`config.mk`:
```
export PLATFORM = sky130hd
export DESIGN_NAME = instr_encoder_loader_flat
export DESIGN_NICKNAME = d
export VERILOG_FILES = /design/src/rtl/instr_encoder_loader_if.sv /design/src/rtl/instr_encoder_loader.sv /design/src/flat_wrapper.sv
export SDC_FILE = /design/constraint.sdc
export NUM_CORES = 1
export LEC_CHECK = 0
export BUFFER_PORTS_ARGS = -buffer_cell sky130_fd_sc_hd__buf_2
export CORE_ASPECT_RATIO = 1.2
export CORE_UTILIZATION = 52
export DETAILED_ROUTE_END_ITERATION = 16
export GPL_TIMING_DRIVEN = 0
export PLACE_DENSITY = 0.86
export SETUP_SLACK_MARGIN = 0.5
export SLEW_MARGIN = 20
export SYNTH_ARGS = -nofsm -noshare
export SYNTH_HDL_FRONTEND = slang
export SYNTH_SLANG_ARGS = --single-unit
```
`constraint.sdc`:
```
create_clock -name clk_i -period 3.55 [get_ports clk_i]
set_input_delay 0.355 -clock clk_i [delete_from_list [all_inputs] [get_ports clk_i]]
set_output_delay 0.355 -clock clk_i [all_outputs]
set_load 0.005 [all_outputs]
```
`src/rtl/instr_encoder_loader_if.sv`:
```
// Descriptor stream into the loader and the program-memory write port out of it.
// master = descriptor source / memory sink, slave = the loader.
interface instr_encoder_loader_if #(
  parameter int ADDR_W = 6
);
  logic              in_valid;
  logic              in_ready;
  logic [3:0]        in_kind;
  logic [4:0]        in_rs;
  logic [4:0]        in_rt;
  logic [4:0]        in_rd;
  logic [4:0]        in_shamt;
  logic [15:0]       in_imm;
  logic              in_last;
  logic              mem_we;
  logic [ADDR_W-1:0] mem_addr;
  logic [31:0]       mem_wdata;

  modport master (
    output in_valid, in_kind, in_rs, in_rt, in_rd, in_shamt, in_imm, in_last,
    input  in_ready, mem_we, mem_addr, mem_wdata
  );

  modport slave (
    input  in_valid, in_kind, in_rs, in_rt, in_rd, in_shamt, in_imm, in_last,
    output in_ready, mem_we, mem_addr, mem_wdata
  );
endinterface

```
`src/rtl/instr_encoder_loader.sv`:
```
// Encodes instruction descriptors into 32-bit MIPS words and streams them into
// program memory at consecutive word addresses through a one-deep write stage.
module instr_encoder_loader #(
  parameter int ADDR_W       = 6,
  parameter int MEMORY_DEPTH = 64
) (
  input  logic                  clk_i,
  input  logic                  reset_ni,
  input  logic                  start_i,
  instr_encoder_loader_if.slave bus,
  output logic [ADDR_W:0]       count_o,
  output logic                  busy_o,
  output logic                  done_o,
  output logic                  error_o
);

  localparam int CW = ADDR_W + 1;
  localparam logic [CW-1:0] DEPTH_C = CW'(MEMORY_DEPTH);

  typedef enum logic [1:0] {
    ST_IDLE = 2'd0,
    ST_LOAD = 2'd1,
    ST_DONE = 2'd2
  } state_e;

  // Returns {legal, word}; kind 15 is the only illegal encoding.
  function automatic logic [32:0] encode(
    input logic [3:0]  kind,
    input logic [4:0]  rs,
    input logic [4:0]  rt,
    input logic [4:0]  rd,
    input logic [4:0]  shamt,
    input logic [15:0] imm
  );
    logic [32:0] res;
    case (kind)
      4'd0:    res = {1'b1, 6'h00, rs, rt, rd, 5'd0, 6'h20};
      4'd1:    res = {1'b1, 6'h00, rs, rt, rd, 5'd0, 6'h22};
      4'd2:    res = {1'b1, 6'h00, rs, rt, rd, 5'd0, 6'h24};
      4'd3:    res = {1'b1, 6'h00, rs, rt, rd, 5'd0, 6'h25};
      4'd4:    res = {1'b1, 6'h00, rs, rt, rd, 5'd0, 6'h27};
      4'd5:    res = {1'b1, 6'h00, rs, rt, rd, 5'd0, 6'h2A};
      4'd6:    res = {1'b1, 6'h00, 5'd0, rt, rd, shamt, 6'h00};
      4'd7:    res = {1'b1, 6'h00, 5'd0, rt, rd, shamt, 6'h02};
      4'd8:    res = {1'b1, 6'h08, rs, rt, imm};
      4'd9:    res = {1'b1, 6'h0D, rs, rt, imm};
      4'd10:   res = {1'b1, 6'h0F, 5'd0, rt, imm};
      4'd11:   res = {1'b1, 6'h23, rs, rt, imm};
      4'd12:   res = {1'b1, 6'h2B, rs, rt, imm};
      4'd13:   res = {1'b1, 6'h04, rs, rt, imm};
      4'd14:   res = {1'b1, 6'h05, rs, rt, imm};
      default: res = {1'b0, 32'h0000_0000};
    endcase
    return res;
  endfunction

  state_e            state_q, state_d;
  logic [CW-1:0]     count_q, count_d;
  logic              mem_we_q, mem_we_d;
  logic [ADDR_W-1:0] mem_addr_q, mem_addr_d;
  logic [31:0]       mem_wdata_q, mem_wdata_d;
  logic              error_q, error_d;

  logic [CW-1:0]     pend_s;
  logic [CW-1:0]     fill_s;
  logic              in_ready_s;
  logic              accept_s;
  logic              overflow_s;
  logic [32:0]       enc_s;

  // fill_s counts committed words plus the one sitting in the write stage.
  assign pend_s     = {{ADDR_W{1'b0}}, mem_we_q};
  assign fill_s     = count_q + pend_s;
  assign in_ready_s = (state_q == ST_LOAD) & ~start_i & (fill_s < DEPTH_C);
  assign accept_s   = bus.in_valid & in_ready_s;
  assign overflow_s = (state_q == ST_LOAD) & ~start_i & bus.in_valid & (fill_s == DEPTH_C);
  assign enc_s      = encode(bus.in_kind, bus.in_rs, bus.in_rt, bus.in_rd,
                             bus.in_shamt, bus.in_imm);

  // Next-state, write-stage and status computation.
  always_comb begin
    state_d     = state_q;
    count_d     = count_q + pend_s;
    mem_we_d    = 1'b0;
    mem_addr_d  = mem_addr_q;
    mem_wdata_d = mem_wdata_q;
    error_d     = error_q;
    if (start_i) begin
      state_d = ST_LOAD;
      count_d = '0;
      error_d = 1'b0;
    end else begin
      case (state_q)
        ST_LOAD: begin
          if (accept_s) begin
            if (enc_s[32]) begin
              mem_we_d    = 1'b1;
              mem_addr_d  = fill_s[ADDR_W-1:0];
              mem_wdata_d = enc_s[31:0];
            end else begin
              error_d = 1'b1;
            end
            if (bus.in_last) begin
              state_d = ST_DONE;
            end else begin
              state_d = ST_LOAD;
            end
          end else if (overflow_s) begin
            error_d = 1'b1;
            state_d = ST_DONE;
          end else begin
            state_d = ST_LOAD;
          end
        end
        ST_IDLE: state_d = ST_IDLE;
        ST_DONE: state_d = ST_DONE;
        default: state_d = ST_IDLE;
      endcase
    end
  end

  // State and write-stage registers; reset also kills any pending write.
  always_ff @(posedge clk_i or negedge reset_ni) begin
    if (!reset_ni) begin
      state_q     <= ST_IDLE;
      count_q     <= '0;
      mem_we_q    <= 1'b0;
      mem_addr_q  <= '0;
      mem_wdata_q <= 32'h0000_0000;
      error_q     <= 1'b0;
    end else begin
      state_q     <= state_d;
      count_q     <= count_d;
      mem_we_q    <= mem_we_d;
      mem_addr_q  <= mem_addr_d;
      mem_wdata_q <= mem_wdata_d;
      error_q     <= error_d;
    end
  end

  assign bus.in_ready  = in_ready_s;
  assign bus.mem_we    = mem_we_q;
  assign bus.mem_addr  = mem_addr_q;
  assign bus.mem_wdata = mem_wdata_q;
  assign count_o       = count_q;
  assign busy_o        = (state_q == ST_LOAD);
  assign done_o        = (state_q == ST_DONE);
  assign error_o       = error_q;

endmodule

```
`src/flat_wrapper.sv`:
```
// flat-port wrapper written by rule: the top's interface ports become plain ports
module instr_encoder_loader_flat 
#(
  parameter int ADDR_W       = 6,
  parameter int MEMORY_DEPTH = 64
)
  (clk_i, reset_ni, start_i, count_o, busy_o, done_o, error_o, bus_in_valid, bus_in_kind, bus_in_rs, bus_in_rt, bus_in_rd, bus_in_shamt, bus_in_imm, bus_in_last, bus_in_ready, bus_mem_we, bus_mem_addr, bus_mem_wdata);
  instr_encoder_loader_if #(.ADDR_W(ADDR_W)) bus_i ();
  input  logic clk_i;
  input  logic reset_ni;
  input  logic start_i;
  output logic [ADDR_W:0] count_o;
  output logic busy_o;
  output logic done_o;
  output logic error_o;
  input wire logic [$bits(bus_i.in_valid)-1:0] bus_in_valid;
  input wire logic [$bits(bus_i.in_kind)-1:0] bus_in_kind;
  input wire logic [$bits(bus_i.in_rs)-1:0] bus_in_rs;
  input wire logic [$bits(bus_i.in_rt)-1:0] bus_in_rt;
  input wire logic [$bits(bus_i.in_rd)-1:0] bus_in_rd;
  input wire logic [$bits(bus_i.in_shamt)-1:0] bus_in_shamt;
  input wire logic [$bits(bus_i.in_imm)-1:0] bus_in_imm;
  input wire logic [$bits(bus_i.in_last)-1:0] bus_in_last;
  output wire logic [$bits(bus_i.in_ready)-1:0] bus_in_ready;
  output wire logic [$bits(bus_i.mem_we)-1:0] bus_mem_we;
  output wire logic [$bits(bus_i.mem_addr)-1:0] bus_mem_addr;
  output wire logic [$bits(bus_i.mem_wdata)-1:0] bus_mem_wdata;
  assign bus_i.in_valid = bus_in_valid;
  assign bus_i.in_kind = bus_in_kind;
  assign bus_i.in_rs = bus_in_rs;
  assign bus_i.in_rt = bus_in_rt;
  assign bus_i.in_rd = bus_in_rd;
  assign bus_i.in_shamt = bus_in_shamt;
  assign bus_i.in_imm = bus_in_imm;
  assign bus_i.in_last = bus_in_last;
  assign bus_in_ready = bus_i.in_ready;
  assign bus_mem_we = bus_i.mem_we;
  assign bus_mem_addr = bus_i.mem_addr;
  assign bus_mem_wdata = bus_i.mem_wdata;
  instr_encoder_loader #(.ADDR_W(ADDR_W), .MEMORY_DEPTH(MEMORY_DEPTH)) u_core (.clk_i(clk_i), .reset_ni(reset_ni), .start_i(start_i), .bus(bus_i), .count_o(count_o), .busy_o(busy_o), .done_o(done_o), .error_o(error_o));
endmodule
```
# --- Word-level counts from Yosys, hierarchy flattened ---
# Cells that the tools add are included.
totals:
  word_cells: 53
  inputBits: 45
  output_inout_bits: 50
  reg_bits: 49
classes:
  add_sub_neg: 1
  n_bitwise: 6
  eq_ne: 18
  muxes: 16
  order_cmp: 1
  n_reduce_logical: 5
ops:
  columns: ["op", "n"]
  rows:
  - ["$pmux 33 s15", 1]
  - ["$eq 4x4->1 const B", 7]
  - ["$eq 4x3->1 const B", 4]
  - ["$mux 1", 9]
  - ["$eq 4x2->1 const B", 2]
  - ["$mux 2", 4]
  - ["$add 7x1->7", 1]
  - ["$eq 7x7->1 const B", 1]
  - ["$lt 7x7->1 const B", 1]
  - ["$mux 7", 1]
  - ["$and 1x1->1", 5]
  - ["$eq 4x1->1 const B", 1]
  - ["$logic_not 4->1", 1]
  - ["$pmux 2 s2", 1]
  - ["$reduce_and 4->1", 1]
  - ["$ne 3x3->1 const B", 1]
  - ["$reduce_and 3->1", 1]
  - ["$reduce_bool 3->1", 1]
  - ["$eq 2x1->1 const B", 1]
  - ["$eq 2x2->1 const B", 1]
  - ["$reduce_bool 2->1", 1]
  - ["$not 1->1", 1]

# --- Logic depth before layout (Yosys ltp) ---
# Gate-level depths: netlist of run 1.
depth:
  ltp_word: 8
  ltp_mapped: 9
  ltp_nobuf: 8

# --- Least setup slack after synthesis of run 1 ---
# No wires, ideal clock.
synth_timing:
  kind: "register -> register"
  from: "register u_core.mem_we_q, in the netlist u_core.bus.mem_we"
  to: "register u_core.mem_wdata_q[10], in the netlist u_core.bus.mem_wdata[10]"
  path_buffers: 1
  path_slack_ps: 1467
  t_required_ps: 3424
  synth_period_minus_slack_ps: 2083
  t_arrival_ps: 1958
  setup_time_ps: 126
  stages_incl_launch_ff: 9
  cell_sequence: "dfrtp_1 ha_1 ha_1 nand3_2 or4_4 a22o_4 buf_6 a221oi_1 nor2_1"
synth_between:
  elab_chain_len: 5
synth_rtl:
  columns: ["item", "line", "rtl"]
  rows:
  - ["start, declared", "instr_encoder_loader.sv:59", "logic mem_we_q, mem_we_d;"]
  - ["start signal, assigned", "instr_encoder_loader.sv:134", "mem_we_q <= mem_we_d;"]
  - ["$add 7x1->7", "instr_encoder_loader.sv:73", "assign fill_s = count_q + pend_s;"]
  - ["$lt 7x7->1", "instr_encoder_loader.sv:74", "assign in_ready_s = (state_q == ST_LOAD) & ~start_i & (fill_s < DEPTH_C);"]
  - ["$and 1x1->1", "instr_encoder_loader.sv:74", null]
  - ["$and 1x1->1", "instr_encoder_loader.sv:75", "assign accept_s = bus.in_valid & in_ready_s;"]
  - ["$reduce_and 4->1 (no source line)", null, null]
  - ["end signal, assigned", "instr_encoder_loader.sv:136", "mem_wdata_q <= mem_wdata_d;"]
  - ["end, declared", "instr_encoder_loader.sv:61", "logic [31:0] mem_wdata_q, mem_wdata_d;"]
# Every way passes these cells.
# A chain may end at the register's enable or synchronous reset.

# --- Worst setup path after layout of run 1 ---
layout_timing:
  from: "register u_core.state_q[1]"
  to: "register u_core.mem_wdata_q[9], in the netlist u_core.bus.mem_wdata[9]"
layout_between:
  elab_chain_len: 5
layout_rtl:
  columns: ["item", "line", "rtl"]
  rows:
  - ["start, declared", "instr_encoder_loader.sv:57", "state_e state_q, state_d;"]
  - ["start signal, assigned", "instr_encoder_loader.sv:132", "state_q <= state_d;"]
  - ["$eq 2x1->1 *", "instr_encoder_loader.sv:74, instr_encoder_loader.sv:93", null]
  - ["$and 1x1->1 (2 in a row)", "instr_encoder_loader.sv:74", null]
  - ["$and 1x1->1", "instr_encoder_loader.sv:75", null]
  - ["$reduce_and 4->1 (no source line) *", null, null]
# Every way passes the cells marked *; elsewhere a longest branch is shown, timed or not.

==> results.md, run 1 <==
* Crit path capture type: flop
* Post-CTS Resized at 0
* First-pass GRT wire length at 8880 um
* Critical path class: flop to flop
* Antenna violations before repair at 0
* Synth Area in Adders at 2.154%
* Final WL at 5394 um
* Fmax at 449.9 MHz
* Total core area at 4262 sq um
* GRT met3 Usage at 5.303%
* Syn nets at 304
* Dpl ws at 1.329 ns
* Sequential-to-total area share from yosys stat at 51.70%
* TritonCTS Sinks at 48
* Top cell type's share of synthesized area at 51.70%
* Clock Pin Slew Worst Setup and Hold Paths at 0.08 ns
* Final setup violating endpoints at 0
* Proportion of layout cells with a drive suffix above 1 at 30.88%
* Diode count at 0
* Post-route DRC at 0
* Total Routing Usage GR at 24.60%
* Clock Latency Late Sink at 0.30 ns
* Peak VDD IR at 254.3 uV
* Final Core Density at 68.73%
* Top_reg_cell synth: dfrtp_1
* Share of total power in combinational logic at 25.2%
* Simple-gate share of the synthesized area at 22.83%
* Critical Path RT at 3.74 ns
* Compound-Gate Fraction of Synth Area at 13.52%
* Syn Inst Count at 255
* GRT overflow at 0
* CP arrival at 2.41 ns
* EDFF count, synth at 0
* Yosys top cell by area: dfrtp_1
* Antenna-violating nets left at 0
* Die W at 63.02 um
* Fin nets at 402
* Starting density of the core at 54.52%
* Portion of total power attributed to the clock network at 22.7%
* Slew HR at 60.97%
* Vias in the first global route at 2006
* First DRT Iteration DRCs at 146
* Outcome: completed
* Final Hold Violating Endpoints at 0
* Worst hold path class: input pin to asynchronous set/reset pin
* Placed inst area at 2849 sq um
* Sequential group share of total power at 52.1%
* Max-cap violations at 0
* Sw frac at 29.68%
* GRT Max-Usage Layer: met2
* Most common cell in the netlist: nand2_1
* Drt wl/cell at 13.19 um
* Max Clock Skew at 0.005755 ns
* Routability cong. at 0.8944
* Int Pwr at 0.0009476 W
* CTS hold repair buffers at 0
* Num CTS Buffers at 5
* Pleak at 1.567 nW
* Die Height at 75.23 um
* Mux contribution to synthesized area at 0%
* Drt via density at 5.244
* Worst-Margin Slew at 0.5854 ns
* Vias after detailed routing at 2145
* Area delta synth->final at 26.06%
* Row cnt at 26
* Crit path launch type: flop
* Most instantiated cells after synthesis: nand2_1, dfrtp_1, nor2_1
* Die area at 4741 sq um
* Largest family of logic cells by synthesized area: simple AND/OR/NAND/NOR gates
* Final setup margin at 1.327 ns
* CTS tree: yes
* # port buffers at 91
* PD cells at 460.1 nW/um^2
* Yosys cell types at 36
* Setup_tns at 0 ns
* Switching power at 0.0003999 W
* Yosys warning count at 0
* Final Cycle Share at 62.62%
* M1 GR Usage at 28.36%
* Max clock buf depth at 2
* Layout Cell Area excl Fill at 2929 sq um
* Top cells by area, synth: dfrtp_1, nand2_1, nor2_1
* Met2 Use GR at 43.13%
* Syn Area/Cell at 9.112 sq um
* Setup Buffers After CTS at 0
* Synthesized area at 2323 sq um
* Asr flop ratio synth at 100.0%
* Htree depth at 2
* Synth Area in XOR/XNOR at 3.016%
* I/O pin total at 95
* Unrepaired setup endpoints after global routing: false
* Pre-antenna DRT Iters at 5
* Pin count of the biggest net entering global routing at 49
* Root Driver: clkbuf_8
* HPWL Detailed at 4083 um
* Max-slew violation count at 0
* #FFs+latches synth at 48
* Worst Path Max Fanout at 10
* Cells on worst reg2reg path at 8
* Crit path time final at 2.223 ns
==> cells in the final DEF, fill, tap and decap left out, drive strengths merged, types with 2 or more instances in the layout <==
master | netlist | final
nand4 | 2 | 2
a22oi | 2 | 2
clkbuf | 8 | 14
xor2 | 2 | 2
ha | 4 | 4
inv | 13 | 13
a21oi | 7 | 7
nor2 | 19 | 19
nand3b | 2 | 2
buf | 8 | 99
o211ai | 3 | 3
o21a | 6 | 6
xnor2 | 6 | 6
nand2 | 72 | 72
a22o | 2 | 2
o221ai | 6 | 6
nor2b | 8 | 8
a221oi | 5 | 5
dfrtp | 48 | 48
clkinv | 1 | 2
nand3 | 13 | 13
o21ai | 8 | 8
==> sequential cells by signal, summed over array words and instances, names as in the netlist <==
signal	count
u_core.bus.mem_we	1
u_core.bus.mem_wdata	31
u_core.bus.mem_addr	6
u_core.count_o	7
u_core.state_q	2
u_core.error_o	1
==> cells by family (layout without fill, tap and decap cells) <==
logic type | after synthesis | count (layout)
buffers and inverters | 30 | 128
adders and majority gates | 4 | 4
other | 1 | 1
xor gates and xnor gates | 8 | 8
and+or+nand+nor | 121 | 121
DFF | 48 | 48
AOI/OAI and AO/OA | 43 | 43
==> area by class of cell <==
class / count / area, sq um
Clock inverter: 1 / 5.005
Multi-Input combinational cell: 177 / 968.4
Fill cell: 354 / 1333
Buffer: 16 / 100.1
Clock buffer: 6 / 72.57
Timing Repair Buffer: 91 / 457.9
Sequential cell: 48 / 1201
Inverter: 14 / 53.80
Tap cell: 56 / 70.07
==> stage by stage <==
step                 power, W  instances  hold slack, ns
finish               0.001348        409         0.05762
global route         0.001438        409         0.08930
CTS                  0.001356        409          0.2332
detailed placement   0.001055        402          0.4500
global placement     0.001039        402          0.4463
floorplan           0.0008793        255         0.05941
==> metal layers <==
layer / share of wire, % / wire (um)
met1: 42 / 2262
met2: 50 / 2705
met5: 0 / 0
met4: 3.0 / 163
met3: 4.9 / 264
==> power by group through the flow <==
stage               clock, W  combinational (W)  sequential, W
global route        0.000338           0.000385       0.000714
floorplan                  0           0.000159       0.000720
finish              0.000306           0.000340       0.000702
global placement           0           0.000333       0.000706
CTS                 0.000311           0.000345       0.000700
detailed placement         0           0.000344       0.000712
==> worst max-delay path: stages, from the launching register on <==
cell      delay [ns]
dfrtp_1         0.39
inv_1           0.06
ha_1            0.23
nand3b_1        0.15
or4_4           0.56
a22o_4          0.29
buf_6           0.14
a221oi_1        0.22
nor2_1          0.07
==> final timing paths <==
kind | from | to | slack [ns]
max reg2reg | u_core.state_q[1] | u_core.bus.mem_wdata[9] | 1.33
min | reset_ni | u_core.bus.mem_addr[0] | 0.06
min reg2reg | u_core.bus.mem_wdata[21] | u_core.bus.mem_wdata[21] | 0.47
min in group clk_i | bus_in_rt[2] | u_core.bus.mem_wdata[18] | 0.24
max | u_core.state_q[1] | u_core.bus.mem_wdata[9] | 1.33
max in group asynchronous | reset_ni | u_core.bus.mem_wdata[13] | 3.10
Note: power is estimated with default switching activity, not from simulation.
==> run 2: changes to the inputs <==
--- a/config.mk
+++ b/config.mk
@@ -5,12 +5,13 @@
 export SDC_FILE = /design/constraint.sdc
 export NUM_CORES = 1
 export LEC_CHECK = 0
+export ABC_AREA = 1
 export BUFFER_PORTS_ARGS = -buffer_cell sky130_fd_sc_hd__buf_2
 export CORE_ASPECT_RATIO = 1.2
-export CORE_UTILIZATION = 52
+export CORE_UTILIZATION = 43
 export DETAILED_ROUTE_END_ITERATION = 16
 export GPL_TIMING_DRIVEN = 0
-export PLACE_DENSITY = 0.86
+export PLACE_DENSITY = 0.76
 export SETUP_SLACK_MARGIN = 0.5
 export SLEW_MARGIN = 20
 export SYNTH_ARGS = -nofsm -noshare
==> constraint.sdc (replaced) <==
create_clock -name clk_i -period 1.81 [get_ports clk_i]
set_input_delay 0.181 -clock clk_i [delete_from_list [all_inputs] [get_ports clk_i]]
set_output_delay 0.181 -clock clk_i [all_outputs]
set_load 0.005 [all_outputs]
==> results.md, run 2 <==
* Sw frac at 28.78%
* # port buffers at 92
* Worst Path Max Fanout at 6
* Outcome: finished with violations
* Antenna violations before repair at 0
* #FFs+latches synth at 48
* Fmax at 543.1 MHz
* Slew HR at 55.68%
* Die area at 5769 sq um
* I/O pin total at 95
* Top cells by area, synth: dfrtp_1, nand2_1, inv_1
* Proportion of layout cells with a drive suffix above 1 at 41.58%
* Crit path capture type: flop
* Drt via density at 4.974
* Asr flop ratio synth at 100.0%
* Area delta synth->final at 40.29%
* Share of total power in combinational logic at 24.3%
* TritonCTS Sinks at 48
* Final Core Density at 62.69%
* Crit path time final at 1.841 ns
* Synthesized area at 2351 sq um
* Pin count of the biggest net entering global routing at 49
* Hold depth at 3
* RR Endpoint: u_core.bus.mem_wdata[19]
* Diode count at 0
* Most common cell in the netlist: nand2_1
* Placed inst area at 2907 sq um
* Max clock buf depth at 2
* CTS tree: yes
* Cells on worst reg2reg path at 14
* Vias in the first global route at 2269
* GRT overflow at 0
* Syn Area/Cell at 8.367 sq um
* Critical Path RT at 2.01 ns
* CP arrival at 2.04 ns
* Int Pwr at 0.002034 W
* Layout Cell Area excl Fill at 3298 sq um
* Most common cell after layout, fill and taps aside: buf_2
* Sequential-to-total area share from yosys stat at 51.09%
* Setup_tns at -0.2045 ns
* Max-cap violations at 0
* Htree depth at 2
* Sequential group share of total power at 47.3%
* Die W at 69.50 um
* Switching power at 0.0008220 W
* Die Height at 83 um
* PD cells at 866.0 nW/um^2
* Syn nets at 330
* Hold Path End: u_core.bus.mem_wdata[19]
* First-pass GRT wire length at 10270 um
* Failing checks: negative setup slack
* Final setup violating endpoints at 11
* Critical path class: flop to flop
* Total power at 0.002856 W
* Num CTS Buffers at 5
* Final Cycle Share at 101.7%
* Yosys top cell by area: dfrtp_1
* Peak VDD IR at 826.5 uV
* Final Hold Violating Endpoints at 0
* Top cell type's share of synthesized area at 51.09%
* Final Hold Slack at 0.07558 ns
* Clock Latency Late Sink at 0.30 ns
* Pre-antenna DRT Iters at 4
* Sequential cell area at 1201 sq um
* Syn Inst Count at 281
* Total core area at 5261 sq um
* Final WL at 6091 um
* Pleak at 1.828 nW
* Max reg flops at 31
* Worst hold path class: input pin to flop
* Total Routing Usage GR at 22.18%
* Most instantiated cells after synthesis: nand2_1, dfrtp_1, inv_1
* Drt wl/cell at 13.42 um
* Unrepaired setup endpoints after global routing: true
* Antenna-violating nets left at 0
* Root Driver: clkbuf_8
* Final setup margin at -0.03124 ns
* Max Clock Skew at 0.005065 ns
* Yosys warning count at 0
* Fill cells at 488
* Worst-Margin Slew at 0.6641 ns
* HPWL Detailed at 4252 um
* Routability cong. at 0.7871
* Crit path launch type: flop
* EDFF count, synth at 0
* Starting density of the core at 44.68%
* Worst Min Path Start: bus_in_rt[3]
* Worst reg2reg setup slack at -0.03 ns
* Worst r2r src: u_core.count_o[0]
* Fin nets at 440
* Yosys cell types at 32
* Portion of total power attributed to the clock network at 28.4%
* Max-slew violation count at 0
* Row cnt at 29
* First DRT Iteration DRCs at 74
* Top_reg_cell synth: dfrtp_1
* Post-route DRC at 0
* Vias after detailed routing at 2258
* Commonest cells after routing, fill and taps aside: buf_2, nand2_1, dfrtp_1
* Clock Pin Slew Worst Setup and Hold Paths at 0.09 ns
* Multi-input gate area at 1105 sq um
run 2: worst max path at each step:
stage	from	endpoint	slack, ns	cells past startpoint
3_5_place_dp	u_core.count_o[0]	u_core.bus.mem_wdata[29]	-0.07	13
2_1_floorplan	u_core.bus.mem_we	u_core.bus.mem_wdata[0]	0.08	13
6_report	u_core.count_o[0]	u_core.bus.mem_wdata[19]	-0.03	14
4_1_cts	u_core.count_o[0]	bus_in_ready	-0.03	10
5_1_grt	u_core.count_o[0]	u_core.bus.mem_wdata[19]	-0.12	14
3_3_place_gp	u_core.bus.mem_we	u_core.bus.mem_wdata[29]	-0.04	13
run 2: layer usage:
metal / wire length, um / vias up / global-route usage, %
li1: - / 1116 / -
met1: 2428 / 1060 / 26.78
met2: 3253 / 72 / 39.19
met3: 293 / 10 / 4.612
met4: 116 / 0 / 7.050
met5: 0 / - / 0
run 2: final cells by class:
class | count | share of cell area (%)
repair buffers | 103 | 17.49
clock inverters | 2 | 1.176
well taps | 62 | 2.352
plain buffers | 11 | 3.263
multi-input cells | 193 | 33.50
inverters | 29 | 3.300
clock buffers | 6 | 2.504
flip-flops and latches | 48 | 36.42
run 2: timing repair:
action,in CTS,in global routing
gates cloned,2,1
pin swaps,14,17
resized for setup,25,26
buffers inserted,7,0
endpoints found under the setup margin,43,46
hold endpoints to repair,0,48
hold buffers,0,1
run 2: power groups by stage:
stage	logic [W]	clock network [W]	registers (W)
after floorplan	0.000284	0	0.00138
final	0.000695	0.000811	0.00135
after global routing	0.000780	0.000876	0.00137
after detailed placement	0.000626	0	0.00136
after CTS	0.000664	0.000832	0.00135
after global placement	0.000608	0	0.00136
run 2: cells by family (layout without fill, tap and decap cells):
kind of cell    Yosys count  in the layout  synth area share (%)
simple gates            143            143                 27.36
compound gates           45             45                 11.44
other cells               1              1                0.1595
fa+ha+maj                 4              4                 2.129
flops                    48             48                 51.09
buf+inv                  40            151                 7.822
run 2: per-stage QoR:
stage	setup slack, ns	instances
floorplan	0.08363	281
global placement	-0.03804	435
detailed placement	-0.06674	435
CTS	-0.02875	452
global route	-0.1198	454
finish	-0.03124	454
run 2: critical path, stage by stage, from the launching register on:
cell,delay (ns)
dfrtp_1,0.42
ha_4,0.18
ha_4,0.16
nand2_4,0.08
nor2_4,0.04
nand2_2,0.08
nand2_2,0.06
nand2_4,0.07
nand2_2,0.05
inv_2,0.08
nand3_4,0.11
buf_8,0.17
clkbuf_16,0.15
nand2_2,0.05
nand2_1,0.04
==> run 3: changes to the inputs <==
--- a/config.mk
+++ b/config.mk
@@ -5,7 +5,7 @@
 export SDC_FILE = /design/constraint.sdc
 export NUM_CORES = 1
 export LEC_CHECK = 0
-export ABC_AREA = 1
+export ABC_AREA = 0
 export BUFFER_PORTS_ARGS = -buffer_cell sky130_fd_sc_hd__buf_2
 export CORE_ASPECT_RATIO = 1.2
 export CORE_UTILIZATION = 43
==> results.md, run 3 (same netlist as run 1, synthesis figures left out) <==
* Starting density of the core at 45.74%
* Antenna violations before repair at 0
* Vias after detailed routing at 2190
* Critical path class: flop to flop
* Die W at 69.11 um
* First DRT Iteration DRCs at 82
* Crit path capture type: flop
* Cells on worst reg2reg path at 9
* Clock Pin Slew Worst Setup and Hold Paths at 0.09 ns
* GRT overflow at 0
* Drt wl/cell at 13.78 um
* Max clock buf depth at 2
* Worst-Margin Slew at 0.6883 ns
* First-pass GRT wire length at 9273 um
* Post-route DRC at 0
* Die area at 5703 sq um
* Final WL at 5829 um
* Unrepaired setup endpoints after global routing: true
* Pre-antenna DRT Iters at 4
* Failing checks: negative setup slack
* Worst Path Max Fanout at 10
* RR Endpoint: u_core.bus.mem_addr[2]
* Pin count of the biggest net entering global routing at 49
* Most common cell after layout, fill and taps aside: buf_2
* Final setup margin at -0.2553 ns
* Root Driver: clkbuf_8
* Outcome: finished with violations
* Worst hold path class: input pin to flop
* Num CTS Buffers at 5
* Fin cells at 423
* Hold depth at 3
* Critical Path RT at 2.01 ns
* Placed Cells at 406
* Crit path time final at 2.065 ns
* Vias in the first global route at 2078
* Commonest cells after routing, fill and taps aside: buf_2, nand2_1, dfrtp_1
* Fin nets at 411
* Fmax at 484.2 MHz
* Hold Path End: u_core.bus.mem_wdata[20]
* Slew HR at 54.02%
* Final Hold Violating Endpoints at 0
* Antenna-violating nets left at 0
* Drt via density at 5.177
* Htree depth at 2
* Total core area at 5080 sq um
* Final setup violating endpoints at 42
* # port buffers at 91
* Final Cycle Share at 114.1%
* TritonCTS Sinks at 48
* Proportion of layout cells with a drive suffix above 1 at 40.77%
* HPWL Detailed at 4033 um
* Crit path launch type: flop
* Pleak at 1.671 nW
* Total Routing Usage GR at 20.55%
* Worst reg2reg setup slack at -0.26 ns
* Max-slew violation count at 0
* Max-cap violations at 0
* Max Clock Skew at 0.004133 ns
* Max reg flops at 31
* Row cnt at 28
* I/O pin total at 95
* CP arrival at 2.27 ns
* Die Height at 82.53 um
* CTS tree: yes
* Fill cells at 419
* Worst r2r src: u_core.count_o[0]
* PD cells at 857.5 nW/um^2
* Area delta synth->final at 40.06%
* Peak VDD IR at 601.7 uV
* Clock Latency Late Sink at 0.31 ns
* Worst Min Path Start: bus_in_rt[4]
* Routability cong. at 0.8195
* Diode count at 0
* Dpl ws at -0.3109 ns
==> run 3: through the flow <==
stage / hold slack [ns] / instance area (sq um) / power [W] / setup TNS [ns] / utilization [%]
2_1_floorplan: -0.1146 / 2404 / 0.001747 / -3.370 / -
3_3_place_gp: 0.3694 / 2934 / 0.002069 / -8.718 / 57.76
3_5_place_dp: 0.3756 / 2934 / 0.002092 / -9.266 / 57.76
4_1_cts: 0.04811 / 3188 / 0.002818 / -8.104 / 62.76
5_1_grt: 0.05287 / 3254 / 0.002965 / -11.51 / 64.06
6_report: 0.05790 / 3254 / 0.002791 / -8.241 / 64.06
==> run 3: worst max-delay path, cell delays in order, from the launching register on <==
cell	delay (ns)
dfrtp_1	0.37
ha_2	0.22
ha_4	0.15
nand3_4	0.08
or4_4	0.43
a22o_4	0.30
buf_8	0.15
buf_6	0.14
nand2_1	0.06
nand2_1	0.06
==> run 3: layout make-up <==
type / count / area, sq um / share of cell area (%)
sequential: 48 / 1201 / 36.91
clock inverter: 2 / 15.01 / 0.4614
tap: 60 / 75.07 / 2.307
clock buffer: 6 / 82.58 / 2.537
multi-input combinational: 177 / 1142 / 35.10
inverter: 14 / 65.06 / 1.999
timing repair buffer: 100 / 548.0 / 16.84
buffer: 16 / 125.1 / 3.845
==> run 3: layer usage <==
layer / vias up / GRT usage (%) / wire length [um]
li1: 1070 / - / -
met1: 1017 / 24.51 / 2488
met2: 89 / 35.73 / 2837
met3: 14 / 4.976 / 364
met4: 0 / 8.980 / 138
met5: - / 0 / 0
==> run 3: timing repair <==
item	in CTS	in global routing
cloned	1	0
resized for setup	20	11
buffers inserted	7	0
endpoints found under the hold margin	0	48
hold buffers	0	1
pin swaps	3	4
setup endpoints to repair	44	47
==> run 3: worst max path at each step <==
stage | startpoint | endpoint | slack (ns)
floorplan | u_core.count_o[0] | u_core.error_o | -0.13
global placement | u_core.state_q[1] | u_core.error_o | -0.30
detailed placement | u_core.state_q[1] | u_core.bus.mem_wdata[1] | -0.31
CTS | u_core.count_o[0] | u_core.bus.mem_addr[1] | -0.24
global route | u_core.count_o[0] | u_core.bus.mem_wdata[7] | -0.34
finish | u_core.count_o[0] | u_core.bus.mem_addr[2] | -0.26
==> run 3: report_power, final <==
| group | internal [W] | switching [W] |
|---|---|---|
| Sequential | 0.00127 | 0.000110 |
| Combinational | 0.000374 | 0.000360 |
| Clock | 0.000310 | 0.000370 |
| Total | 0.00195 | 0.000840 |
